`config.mk`:
```
export PLATFORM = sky130hd
export DESIGN_NAME = ps2_frame_rx
export DESIGN_NICKNAME = d
export VERILOG_FILES = /design/src/rtl/ps2_pkg.sv /design/src/rtl/ps2_event_fifo.sv /design/src/rtl/ps2_frame_rx.sv
export SDC_FILE = /design/constraint.sdc
export NUM_CORES = 1
export LEC_CHECK = 0
export CORE_ASPECT_RATIO = 1.25
export CORE_MARGIN = 3
export CORE_UTILIZATION = 60
export DETAILED_ROUTE_END_ITERATION = 16
export PLACE_DENSITY = 0.8
export SYNTH_ARGS = -nofsm -noshare
export SYNTH_HDL_FRONTEND = slang
export SYNTH_HIERARCHICAL = 1
export SYNTH_SLANG_ARGS = --single-unit
```
`constraint.sdc`:
```
create_clock -name i_clk -period 4.9 [get_ports i_clk]
set_input_delay 0.98 -clock i_clk [delete_from_list [all_inputs] [get_ports i_clk]]
set_output_delay 0.98 -clock i_clk [all_outputs]
set_load 0.01 [all_outputs]
```
`src/rtl/ps2_pkg.sv`:
```
// Shared constants, event layout and receiver state encoding for the PS/2 frame receiver.
package ps2_pkg;

    localparam logic [7:0] PS2_EXT = 8'hE0;
    localparam logic [7:0] PS2_BRK = 8'hF0;

    localparam int EV_W        = 10;
    localparam int EV_CODE_LSB = 0;
    localparam int EV_CODE_MSB = 7;
    localparam int EV_BRK_BIT  = 8;
    localparam int EV_EXT_BIT  = 9;

    typedef enum logic [1:0] {
        ST_IDLE  = 2'd0,
        ST_SHIFT = 2'd1,
        ST_CHECK = 2'd2
    } ps2_state_e;

    function automatic logic [EV_W-1:0] pack_event(input logic ext, input logic brk,
                                                   input logic [7:0] code);
        return {ext, brk, code};
    endfunction

endpackage

```
`src/rtl/ps2_event_fifo.sv`:
```
// First-word fall-through event FIFO with occupancy count and a drop strobe
// for pushes that find the FIFO full with no simultaneous pop.
module ps2_event_fifo #(
    parameter int DEPTH = 8,
    parameter int WIDTH = 10
) (
    input  logic                   i_clk,
    input  logic                   i_rst,
    input  logic                   i_push,
    input  logic [WIDTH-1:0]       i_data,
    input  logic                   i_pop,
    output logic [WIDTH-1:0]       o_data,
    output logic                   o_empty,
    output logic [$clog2(DEPTH):0] o_count,
    output logic                   o_drop
);

    localparam int AW = $clog2(DEPTH);
    localparam int CW = AW + 1;

    logic [WIDTH-1:0] r_mem [DEPTH];
    logic [AW-1:0]    r_wr_ptr;
    logic [AW-1:0]    r_rd_ptr;
    logic [CW-1:0]    r_count;
    logic             w_full;
    logic             w_pop;
    logic             w_push;

    assign o_empty = (r_count == '0);
    assign w_full  = (r_count == CW'(DEPTH));
    assign w_pop   = i_pop && !o_empty;
    // A full FIFO still accepts a push when the head leaves in the same cycle.
    assign w_push  = i_push && (!w_full || w_pop);
    assign o_drop  = i_push && w_full && !w_pop;
    assign o_data  = r_mem[r_rd_ptr];
    assign o_count = r_count;

    always_ff @(posedge i_clk or posedge i_rst) begin
        if (i_rst) begin
            for (int i = 0; i < DEPTH; i++) begin
                r_mem[i] <= '0;
            end
            r_wr_ptr <= '0;
            r_rd_ptr <= '0;
            r_count  <= '0;
        end else begin
            if (w_push) begin
                r_mem[r_wr_ptr] <= i_data;
                r_wr_ptr        <= r_wr_ptr + AW'(1);
            end
            if (w_pop) begin
                r_rd_ptr <= r_rd_ptr + AW'(1);
            end
            case ({w_push, w_pop})
                2'b10:   r_count <= r_count + CW'(1);
                2'b01:   r_count <= r_count - CW'(1);
                default: r_count <= r_count;
            endcase
        end
    end

endmodule

```
`src/rtl/ps2_frame_rx.sv`:
```
// System-clock PS/2 receiver: sync + glitch filter, 11-bit deframing with
// odd-parity check, E0/F0 prefix folding, and a valid/ready event FIFO.
//   state    | meaning
//   ST_IDLE  | waiting for a falling edge with data low (start bit)
//   ST_SHIFT | collecting data bits 1-8, parity (9), stop (10); timeout armed
//   ST_CHECK | one cycle: validate frame, fold prefix or push event
module ps2_frame_rx
    import ps2_pkg::*;
#(
    parameter int FILTER_LEN  = 4,
    parameter int TIMEOUT_CYC = 50000,
    parameter int FIFO_DEPTH  = 8
) (
    input  logic                        i_clk,
    input  logic                        i_rst,
    input  logic                        i_ps2_clk,
    input  logic                        i_ps2_data,
    output logic                        o_ev_valid,
    input  logic                        i_ev_ready,
    output logic [7:0]                  o_ev_code,
    output logic                        o_ev_break,
    output logic                        o_ev_ext,
    output logic                        o_frame_err,
    output logic                        o_overflow,
    output logic [$clog2(FIFO_DEPTH):0] o_fifo_count
);

    localparam int FCW = $clog2(FILTER_LEN) + 1;
    localparam int TCW = $clog2(TIMEOUT_CYC) + 1;

    logic           r_clk_s1;
    logic           r_clk_s2;
    logic           r_dat_s1;
    logic           r_dat_s2;
    logic           r_filt;
    logic [FCW-1:0] r_fcnt;
    logic           r_fall;

    ps2_state_e     r_state;
    logic [3:0]     r_bitcnt;
    logic [TCW-1:0] r_tocnt;
    logic [7:0]     r_shift;
    logic           r_par;
    logic           r_stop;
    logic           r_ext_pend;
    logic           r_brk_pend;
    logic           r_frame_err;
    logic           r_overflow;

    logic            w_frame_ok;
    logic            w_is_prefix;
    logic            w_push;
    logic            w_drop;
    logic            w_empty;
    logic [EV_W-1:0] w_event;
    logic [EV_W-1:0] w_head;

    // Synchronise both lines; the filtered clock only flips after FILTER_LEN
    // consecutive synced samples disagree with it.
    always_ff @(posedge i_clk or posedge i_rst) begin
        if (i_rst) begin
            r_clk_s1 <= 1'b1;
            r_clk_s2 <= 1'b1;
            r_dat_s1 <= 1'b1;
            r_dat_s2 <= 1'b1;
            r_filt   <= 1'b1;
            r_fcnt   <= '0;
            r_fall   <= 1'b0;
        end else begin
            r_clk_s1 <= i_ps2_clk;
            r_clk_s2 <= r_clk_s1;
            r_dat_s1 <= i_ps2_data;
            r_dat_s2 <= r_dat_s1;
            r_fall   <= 1'b0;
            if (r_clk_s2 != r_filt) begin
                if (r_fcnt == FCW'(FILTER_LEN - 1)) begin
                    r_filt <= r_clk_s2;
                    r_fcnt <= '0;
                    r_fall <= r_filt;
                end else begin
                    r_fcnt <= r_fcnt + FCW'(1);
                end
            end else begin
                r_fcnt <= '0;
            end
        end
    end

    assign w_frame_ok  = (^{r_shift, r_par}) && r_stop;
    assign w_is_prefix = (r_shift == PS2_EXT) || (r_shift == PS2_BRK);
    assign w_push      = (r_state == ST_CHECK) && w_frame_ok && !w_is_prefix;
    assign w_event     = pack_event(r_ext_pend, r_brk_pend, r_shift);

    always_ff @(posedge i_clk or posedge i_rst) begin
        if (i_rst) begin
            r_state     <= ST_IDLE;
            r_bitcnt    <= '0;
            r_tocnt     <= '0;
            r_shift     <= '0;
            r_par       <= 1'b0;
            r_stop      <= 1'b0;
            r_ext_pend  <= 1'b0;
            r_brk_pend  <= 1'b0;
            r_frame_err <= 1'b0;
        end else begin
            r_frame_err <= 1'b0;
            case (r_state)
                ST_IDLE: begin
                    r_tocnt <= '0;
                    if (r_fall && !r_dat_s2) begin
                        r_state  <= ST_SHIFT;
                        r_bitcnt <= 4'd1;
                    end
                end
                ST_SHIFT: begin
                    if (r_fall) begin
                        r_tocnt  <= '0;
                        r_bitcnt <= r_bitcnt + 4'd1;
                        if (r_bitcnt <= 4'd8) begin
                            r_shift <= {r_dat_s2, r_shift[7:1]};
                        end else if (r_bitcnt == 4'd9) begin
                            r_par <= r_dat_s2;
                        end else begin
                            r_stop  <= r_dat_s2;
                            r_state <= ST_CHECK;
                        end
                    end else if (r_tocnt == TCW'(TIMEOUT_CYC - 1)) begin
                        r_state     <= ST_IDLE;
                        r_tocnt     <= '0;
                        r_bitcnt    <= '0;
                        r_frame_err <= 1'b1;
                        r_ext_pend  <= 1'b0;
                        r_brk_pend  <= 1'b0;
                    end else begin
                        r_tocnt <= r_tocnt + TCW'(1);
                    end
                end
                ST_CHECK: begin
                    r_state  <= ST_IDLE;
                    r_bitcnt <= '0;
                    if (!w_frame_ok) begin
                        r_frame_err <= 1'b1;
                        r_ext_pend  <= 1'b0;
                        r_brk_pend  <= 1'b0;
                    end else if (r_shift == PS2_EXT) begin
                        r_ext_pend <= 1'b1;
                    end else if (r_shift == PS2_BRK) begin
                        r_brk_pend <= 1'b1;
                    end else begin
                        r_ext_pend <= 1'b0;
                        r_brk_pend <= 1'b0;
                    end
                end
                default: begin
                    r_state <= ST_IDLE;
                end
            endcase
        end
    end

    ps2_event_fifo #(
        .DEPTH (FIFO_DEPTH),
        .WIDTH (EV_W)
    ) u_fifo (
        .i_clk   (i_clk),
        .i_rst   (i_rst),
        .i_push  (w_push),
        .i_data  (w_event),
        .i_pop   (i_ev_ready),
        .o_data  (w_head),
        .o_empty (w_empty),
        .o_count (o_fifo_count),
        .o_drop  (w_drop)
    );

    always_ff @(posedge i_clk or posedge i_rst) begin
        if (i_rst) begin
            r_overflow <= 1'b0;
        end else if (w_drop) begin
            r_overflow <= 1'b1;
        end
    end

    assign o_ev_valid  = !w_empty;
    assign o_ev_code   = w_head[EV_CODE_MSB:EV_CODE_LSB];
    assign o_ev_break  = w_head[EV_BRK_BIT];
    assign o_ev_ext    = w_head[EV_EXT_BIT];
    assign o_frame_err = r_frame_err;
    assign o_overflow  = r_overflow;

endmodule

```
==> out/qor.csv <==
stage,metric,value,unit
yosys,synth_ff_type,dfrtp_1,
sta,finClkSkew,0.00716,ns
sta,fin_setup_tns,0,ns
yosys,ys_types,71,
flow_run,cap_violations,0,
die,rows,42,
yosys,synth-edff-count,0,
route,vias,4072,
clock_network,cts_buffers,17,
route,drtPass1Iterations,4,
power,pwr-share-comb,10.5,%
worst_setup_path,crit_arrival,4.52,ns
route,avgViaCountPerCell,6.14,
route,ant_nets,0,
global_route,grt_use_met3,4.48,%
clock_network,post_cts_buffers,0,
worst_setup_path,crit_family,compound AO/OA/AOI/OAI gates,
cells_and_area,final-seq-area,0.00341,mm2
global_route,grt_pass1_wl,22200,um
worst_hold_path,hp-start,r_clk_s1,
global_route,grt_max_degree,50,
worst_setup_path,cp_slowest_stage_delay,0.71,ns
placed_design,port_buffers,21,
global_route,grt_use_met1,29.2,%
worst_hold_path,hold_path_end,r_clk_s2,
sta,hold_ws,0.355,ns
route,wl_per_cell,19.8,um
clock_network,cts_sinks,136,
yosys,syn_area_per_cell,13.7,um2
cells_and_area,nFillCells,721,
yosys,syn-cell-area,0.00670,mm2
sta,slew_headroom,37.7,%
worst_setup_path,cp.buffers_inverters,0,
route,drc,0,
placed_design,place_hpwl,8400,um
clock_network,path_clk_slew,0.06,ns
worst_setup_path,reg2reg_to,u_fifo/o_count[3],
global_route,use_met2,41.3,%
worst_setup_path,path_cells,xnor2_1 -> xnor3_1 -> mux2_2 -> or3_1 -> a31oi_1 -> o21ai_1 -> ha_1 -> or4b_2 -> a21o_1 -> o221ai_1,
die,initial_core_util,62.5,%
power,p_switching,0.713,mW
sta,rsz0062_at_grt,false,
yosys,yosys.area.top_type,dfrtp_1,
global_route,grt_pass1_vias,4298,
cells_and_area,final_nets,537,
clock_network,cts_root_buffer,clkbuf_16,
die,dieArea,0.0125,mm2
clock_network,clock_latency,0.41,ns
route,drt_iter0_markers,238,
worst_setup_path,slowest_stage,or4b_2,
sta,slew_violations,0,
die,ios,22,
global_route,grt.overflow.total,0,
worst_setup_path,r2r-start,r_shift[4],
yosys,mappedNetlistNets,508,
worst_setup_path,path_max_fanout,12,
worst_setup_path,r2r_cells,10,
worst_setup_path,crit_path_end_kind,flip-flop,
clock_network,clockBufferDepth,2,
die,fp.dieH,124,um
global_route,grt-busiest-layer,met2,
power,leakage,3.52,nW
clock_network,h-tree-depth,4,
cells_and_area,layout-drive-gt1-share,33.7,%
clock_network,cts_tree,built,
yosys,synthArstFlopShare,100,%
power,power.total,2.91,mW
power,p_sw_share,24.5,%
sta,worst_pin_slew,0.933,ns
worst_setup_path,r2r_slack,0.70,ns
die,core,0.0107,mm2
power,clkPwrFrac,46.9,%
power,p_per_area,380,mW/mm2
cells_and_area,area_growth,14.6,%
global_route,grt_antenna_before_repair,0,
sta,hold_viol,0,
yosys,yosysSeqAreaShare,50.9,%
clock_network,cts_hold_buf,0,
placed_design,place.gp.congestion,0.818,
worst_setup_path,cp-start-kind,flip-flop,
yosys,ys_warn_count,6,
route,routed_wl,13100,um
sta,fmax,0.238,GHz
worst_setup_path,crit_type,reg -> reg,
sta,finalSetupViolations,0,
worst_hold_path,holdPathStages,0,
yosys,ys_top_cells_by_area,"dfrtp_1 49%, mux2_2 16%, mux4_2 6.7%",
sta,min_period,4.20,ns
clock_network,cts_resized,0,
yosys,ys_seq_elements,136,
die,die_w,100,um
power,sequentialPowerShare,42.6,%
cells_and_area,insertedDiodeCount,0,
global_route,track_usage,23.3,%
status,status,"complete, no violations",
power,internal_power,2.20,mW
worst_hold_path,hp-class,reg -> reg,
yosys,syn_inst,489,
yosys,yosysTopAreaCellShare,49.0,%
cells_and_area,multi_input_comb_area,0.00314,mm2
power,ir_drop,262,uV
sta,period_share,85.8,%
worst_setup_path,required,5.21,ns
## kinds of logic (layout without fill, tap and decap cells)
| family | count (synthesis) | after routing | synth area share (%) |
|---|---|---|---|
| flip-flops | 136 | 136 | 50.9 |
| AND/OR/NAND/NOR | 99 | 99 | 8.62 |
| adder cells (fa/ha/maj) | 14 | 14 | 2.62 |
| AO/OA/AOI/OAI | 55 | 55 | 7.31 |
| multiplexers | 126 | 126 | 24.5 |
| buffers and inverters | 31 | 73 | 2.15 |
| XOR/XNOR | 28 | 28 | 3.87 |
## cell type report
type,count,area share [%]
multi-input combinational,322,41.0
tap,132,2.15
timing repair buffer,26,3.23
clock inverter,11,2.20
inverter,15,0.750
clock buffer,21,6.26
sequential,136,44.4
## worst max-delay path by stage
| stage | from | depth (start not counted) | to |
|---|---|---|---|
| floorplan | r_shift[4] | 11 | u_fifo/o_count[3] |
| global placement | r_shift[4] | 10 | u_fifo/o_count[3] |
| detailed placement | r_shift[4] | 10 | u_fifo/o_count[3] |
| CTS | r_shift[4] | 10 | u_fifo/o_count[3] |
| global route | r_shift[4] | 10 | u_fifo/o_count[3] |
| finish | r_shift[4] | 10 | u_fifo/o_count[3] |
## metal layers
layer,wire length [um],part of all wire (%),vias up
met5,0,0,-
met4,102,0.78,0
met3,371,2.8,9
met2,7110,54,63
met1,5550,42,2135
li1,-,-,1865
## layout by cell type (no fill, tap or decap), types with 4 or more instances in the layout
master           instances
nand2_1                 19
ha_1                    14
a21oi_1                 12
o21ai_0                 11
clkdlybuf4s50_1         21
clkinvlp_4               4
dfrtp_1                131
inv_1                   13
nand2b_1                 6
nand4_1                  6
dfstp_2                  5
or3_1                    4
clkbuf_8                 4
clkbuf_16               17
nor2_1                  20
buf_4                    5
nor2b_1                  5
mux2_2                  95
mux4_2                  20
xor2_1                  11
nand3_1                  7
mux2_1                   9
bufinv_16                4
xnor2_1                 16
## power by group through the flow
stage                     registers, mW  logic, mW  clock network (mW)
after floorplan                    1.24      0.260                   0
after global placement             1.25      0.295                   0
after CTS                          1.24      0.309                1.38
after global routing               1.25      0.349                1.43
after detailed placement           1.26      0.307                   0
final                              1.24      0.305                1.37
## sequential cells by signal (all words and copies together) (netlist names)
name and flops:
r_tocnt 17, u_fifo/r_rd_ptr 3, r_state 2, r_fcnt 3
r_clk_s1 1, r_dat_s2 1, r_filt 1, r_ext_pend 1
o_frame_err 1, r_stop 1, r_brk_pend 1, o_overflow 1
r_shift 8, u_fifo/o_count 4, r_clk_s2 1, u_fifo/r_wr_ptr 3
u_fifo/r_mem 80, r_fall 1, r_bitcnt 4, r_dat_s1 1
r_par 1
## stage by stage
step	instances	setup slack [ns]	instance area, um2	util [%]
2_1_floorplan	489	1.19	6700	-
4_1_cts	663	0.740	7670	71.6
6_report	663	0.695	7670	71.6
3_3_place_gp	631	0.960	7020	65.5
3_5_place_dp	631	0.766	7020	65.5
5_1_grt	663	0.504	7670	71.6
## Yosys cell counts (6+ instances only)
master      n
dfrtp_1   131
mux2_2     95
mux4_2     20
nor2_1     20
nand2_1    19
xnor2_1    16
inv_1      15
ha_1       14
a21oi_1    12
o21ai_0    11
xor2_1     11
mux2_1      9
nand3_1     7
buf_2       6
nand2b_1    6
nand4_1     6
Note: power is estimated with default switching activity, not from simulation.
